<file path="config.mk">
export PLATFORM = sky130hd
export DESIGN_NAME = fsm_cnt_ctrl
export DESIGN_NICKNAME = d
export VERILOG_FILES = /design/src/rtl/fsm_cnt_ctrl.sv
export SDC_FILE = /design/constraint.sdc
export NUM_CORES = 1
export LEC_CHECK = 0
export ABC_AREA = 1
export ABC_CLOCK_PERIOD_IN_PS = 1700
export CORE_MARGIN = 1.5
export CORE_UTILIZATION = 53
export CTS_CLUSTER_DIAMETER = 100
export DETAILED_ROUTE_END_ITERATION = 6
export GPL_ROUTABILITY_DRIVEN = 1
export PLACE_DENSITY = 0.79
export SYNTH_ARGS = -nofsm -noshare
export SYNTH_HDL_FRONTEND = slang
export SYNTH_SLANG_ARGS = --single-unit
</file>
<file path="constraint.sdc">
create_clock -name clk -period 1.7 [get_ports clk]
set_input_delay 0.34 -clock clk [delete_from_list [all_inputs] [get_ports clk]]
set_output_delay 0.34 -clock clk [all_outputs]
set_load 0.01 [all_outputs]
</file>
<file path="src/rtl/fsm_cnt_ctrl.sv">
// Run controller for a 2-bit enable-driven wrap counter: strobes en_o through a
// programmable prescaler, counts completed wraps and pulses done at the end of a run.
module fsm_cnt_ctrl #(
    parameter int unsigned PRESC_W = 8,
    parameter int unsigned CNT_W   = 8
) (
    input  logic               clk,
    input  logic               rst_n,
    input  logic               start,
    input  logic               abort,
    input  logic [PRESC_W-1:0] period,
    input  logic [CNT_W-1:0]   n_wraps,
    input  logic               wrap_i,
    output logic               en_o,
    output logic               busy,
    output logic               done,
    output logic [CNT_W-1:0]   wraps_left
);

    typedef enum logic [1:0] {
        ST_IDLE = 2'd0,
        ST_RUN  = 2'd1,
        ST_DONE = 2'd2
    } state_e;

    state_e             state_q, state_d;
    logic [PRESC_W-1:0] presc_q, presc_d;
    logic [PRESC_W-1:0] per_q, per_d;
    logic [CNT_W-1:0]   rem_q, rem_d;
    logic               en_q, busy_q, done_q;
    logic               wrap_ev_c;

    // en_q mirrors (RUN && presc==0), so a wrap is the counter leaving state 3 this edge
    assign wrap_ev_c = (state_q == ST_RUN) && en_q && wrap_i;

    always_comb begin
        state_d = state_q;
        presc_d = presc_q;
        per_d   = per_q;
        rem_d   = rem_q;
        case (state_q)
            ST_IDLE: begin
                if (start && !abort) begin
                    if (n_wraps != '0) begin
                        state_d = ST_RUN;
                        per_d   = period;
                        presc_d = period;
                        rem_d   = n_wraps;
                    end else begin
                        state_d = ST_DONE;
                    end
                end
            end
            ST_RUN: begin
                presc_d = (presc_q == '0) ? per_q : presc_q - PRESC_W'(1);
                if (wrap_ev_c && (rem_q != '0)) begin
                    rem_d = rem_q - CNT_W'(1);
                end
                // abort overrides completion; the wrap itself still counts
                if (abort) begin
                    state_d = ST_IDLE;
                end else if (wrap_ev_c && (rem_q == CNT_W'(1))) begin
                    state_d = ST_DONE;
                end
            end
            ST_DONE: begin
                state_d = ST_IDLE;
            end
            default: begin
                state_d = ST_IDLE;
            end
        endcase
    end

    // Outputs are registered from the next-state values so they line up with state_q
    always_ff @(posedge clk or negedge rst_n) begin
        if (!rst_n) begin
            state_q <= ST_IDLE;
            presc_q <= '0;
            per_q   <= '0;
            rem_q   <= '0;
            en_q    <= 1'b0;
            busy_q  <= 1'b0;
            done_q  <= 1'b0;
        end else begin
            state_q <= state_d;
            presc_q <= presc_d;
            per_q   <= per_d;
            rem_q   <= rem_d;
            en_q    <= (state_d == ST_RUN) && (presc_d == '0);
            busy_q  <= (state_d == ST_RUN);
            done_q  <= (state_d == ST_DONE);
        end
    end

    assign en_o       = en_q;
    assign busy       = busy_q;
    assign done       = done_q;
    assign wraps_left = rem_q;

endmodule

</file>
==> impl_metrics.env <==
export IMPL_syn_cell_area_um2=1972
export IMPL_slew_viol_final=0
export IMPL_leakagePower_nw=1.327
export IMPL_crit_arrival_ns=1.84
export IMPL_gp_congestion=0.8439
export IMPL_die_w_um=64.00
export IMPL_slew_headroom_pct=75.20
export IMPL_fillers=254
export IMPL_track_usage_pct=26.05
export IMPL_worstMarginPinSlew_ns=0.3720
export IMPL_layout_commonest_cell="nand2_1"
export IMPL_startpoint="n_wraps[2]"
export IMPL_r2r_cells=9
export IMPL_post_drt_wl_per_cell_um=13.29
export IMPL_post_route_min_period_ns=1.627
export IMPL_synth_cells=249
export IMPL_insertion_delay_ns=0.28
export IMPL_r2r_start="wraps_left[0]$_DFFE_PN0P_"
export IMPL_ios=32
export IMPL_cts_sinks=29
export IMPL_ys_types=28
export IMPL_endpoint_kind="register"
export IMPL_post_cts_setup_buffers=0
export IMPL_rsz0062_at_grt="yes"
export IMPL_cp_common_cell="nand2_4"
export IMPL_ant_nets=0
export IMPL_syn_num_nets=274
export IMPL_core_area_um2=3442
export IMPL_crit_fanout=6
export IMPL_hold_buffers=0
export IMPL_drt_first_iter_violations=130
export IMPL_fp_dieH_um=64.00
export IMPL_crit_chain="clkdlybuf4s50_1 > nor2_1 > and2_4 > nand2_4 > nand2_4 > nand2_4 > nand2_2 > buf_4 > a21oi_1 > o21ai_0 > o21ai_2"
export IMPL_htree_levels=2
export IMPL_nets=336
export IMPL_dp_slack_ns=-0.2468
export IMPL_critPathSlowestCell="clkdlybuf4s50_1"
export IMPL_viasPerCell=5.078
export IMPL_ys_seq_area_share_pct=36.80
export IMPL_grt_pass1_wl_mm=8.259
export IMPL_vdd_drop_max_mv=0.8402
export IMPL_yosysWarnings=0
export IMPL_max_freq_ghz=0.6145
export IMPL_cts_clk_slew_worst_paths_ns=0.06
export IMPL_cpPeakStageDelay_ns=0.48
export IMPL_layout_common_cells="nand2_1, clkdlybuf4s50_1, inv_1"
export IMPL_drc=0
export IMPL_endpoint="wraps_left[7]$_DFFE_PN0P_"
export IMPL_place_port_buffers=31
export IMPL_path_class="in2reg"
export IMPL_antennaDiodeCount=0
export IMPL_overflow=0
export IMPL_finalHoldViolations=0
export IMPL_drt_wl_total_mm=4.758
export IMPL_cts_tree="yes"
export IMPL_num_rows=21
export IMPL_antenna_found_initial=0
export IMPL_setup_violations=0
export IMPL_start_util_pct=57.29
export IMPL_grt_pass1_vias=1830
export IMPL_fin_cells=358
export IMPL_dp_hpwl_mm=3.619
export IMPL_drv_cap=0
export IMPL_crit_required_ns=1.91
export IMPL_cts_resized=0
export IMPL_area_growth_pct=34.64
export IMPL_root_buffer="clkbuf_8"
export IMPL_drive_gt1_share_pct=31.09
export IMPL_yosys_register_bits=29
export IMPL_min_path_type="in2async"
export IMPL_power_density_nw_per_um2=1277
export IMPL_cts_buffers=5
export IMPL_run_status="finished, final reports clean"
export IMPL_drt_first_pass_iters=4
export IMPL_r2r_end="wraps_left[6]$_DFFE_PN0P_"
export IMPL_clockBufferDepth=2
export IMPL_worstSetupStartpointType="input pin"
export IMPL_dp_cells=350
export IMPL_r2r_slack_ns=0.11
export IMPL_vias=1818
export IMPL_grt_max_degree=30
export IMPL_final_setup_skew_ns=0.004802
export IMPL_die_area_um2=4095
export IMPL_avgSynthCellArea_um2=7.919
export IMPL_final_period_utilization_pct=95.73
export IMPL_finalWorstSetupSlack_ns=0.07254
-- flip-flops by register name, summed over array words and instances (netlist names) --
signal	flops
per_q	8
presc_q	8
wraps_left	8
state_q	2
busy	1
done	1
en_o	1
-- stage by stage --
step	power, mW	utilization (%)	hold slack, ns	TNS (ns)	instance area, um2
6_report	3.392	77.14	0.4431	0	2655
5_1_grt	3.657	77.14	0.4802	-0.01246	2655
4_1_cts	3.367	76.55	0.4588	0	2635
3_5_place_dp	2.717	73.61	0.4683	-2.050	2534
3_3_place_gp	2.692	73.61	0.4642	-1.658	2534
2_1_floorplan	2.110	-	0.04441	0	1972
-- power by group --
group	total, mW	internal, mW	switching (mW)
clock	0.626	0.365	0.261
combinational	1.70	0.742	0.957
sequential	1.07	0.883	0.183
total	3.39	1.99	1.40
-- per-layer routing --
metal  vias up  track usage (%)  part of all wire [%]
met5         -                0                     0
met4         0            9.511                   1.8
met3        11            3.873                   6.9
met2        65            41.67                    46
met1       819            35.70                    46
li1        923                -                     -
-- layout make-up --
cell class,count,area [um2],area share (%)
well taps,46,57.56,2.168
multi-input cells,176,1081,40.72
repair buffers,58,525.5,19.79
clock inverters,1,5.005,0.1885
flip-flops and latches,29,725.7,27.33
inverters,41,163.9,6.173
clock buffers,7,96.34,3.629
-- synthesized netlist by cell type --
cell type | instances | area share [%]
ha_1 | 4 | 2.5
o211ai_1 | 4 | 1.5
nor2_2 | 6 | 1.9
o21ai_1 | 2 | 0.51
o22ai_1 | 1 | 0.32
nand2_4 | 9 | 5.1
nand2_8 | 1 | 1.0
inv_2 | 8 | 1.5
nand4_1 | 3 | 0.95
o21ai_0 | 16 | 4.1
nand3_4 | 1 | 0.89
buf_6 | 1 | 0.57
inv_8 | 1 | 0.57
dfrtp_1 | 29 | 37
nand3_2 | 6 | 3.0
clkinv_1 | 1 | 0.19
inv_1 | 31 | 5.9
nand3_1 | 24 | 6.1
o211ai_2 | 1 | 0.63
nand2_2 | 9 | 2.9
a21oi_1 | 7 | 1.8
nand2_1 | 49 | 9.3
xor2_1 | 1 | 0.44
and2_4 | 1 | 0.44
o21ai_2 | 9 | 4.0
nor2_1 | 16 | 3.0
buf_2 | 2 | 0.51
nor2_4 | 6 | 3.4
-- worst min path at each step --
stage | startpoint | endpoint | slack [ns]
6_report | rst_n | wraps_left[3]$_DFFE_PN0P_ | 0.44
5_1_grt | rst_n | wraps_left[3]$_DFFE_PN0P_ | 0.48
4_1_cts | rst_n | wraps_left[3]$_DFFE_PN0P_ | 0.46
3_5_place_dp | per_q[6]$_DFFE_PN0P_ | per_q[6]$_DFFE_PN0P_ | 0.47
3_3_place_gp | per_q[6]$_DFFE_PN0P_ | per_q[6]$_DFFE_PN0P_ | 0.46
2_1_floorplan | rst_n | busy$_DFF_PN0_ | 0.04
-- critical path, delay by kind of cell --
family	cells	cell delay [ns]
buffers and inverters	2	0.64
and+or+nand+nor	6	0.59
AOI/OAI and AO/OA	3	0.27
-- kinds of logic (layout without fill, tap and decap cells) --
group	after synthesis	count (layout)	synth area share, %
AO/OA/AOI/OAI	40	40	12.82
XOR/XNOR	1	1	0.4442
adder cells (fa/ha/maj)	4	4	2.538
buffers and inverters	44	107	9.264
flip-flops	29	29	36.80
AND/OR/NAND/NOR	131	131	38.14
Power figures use the tool's default switching activity.
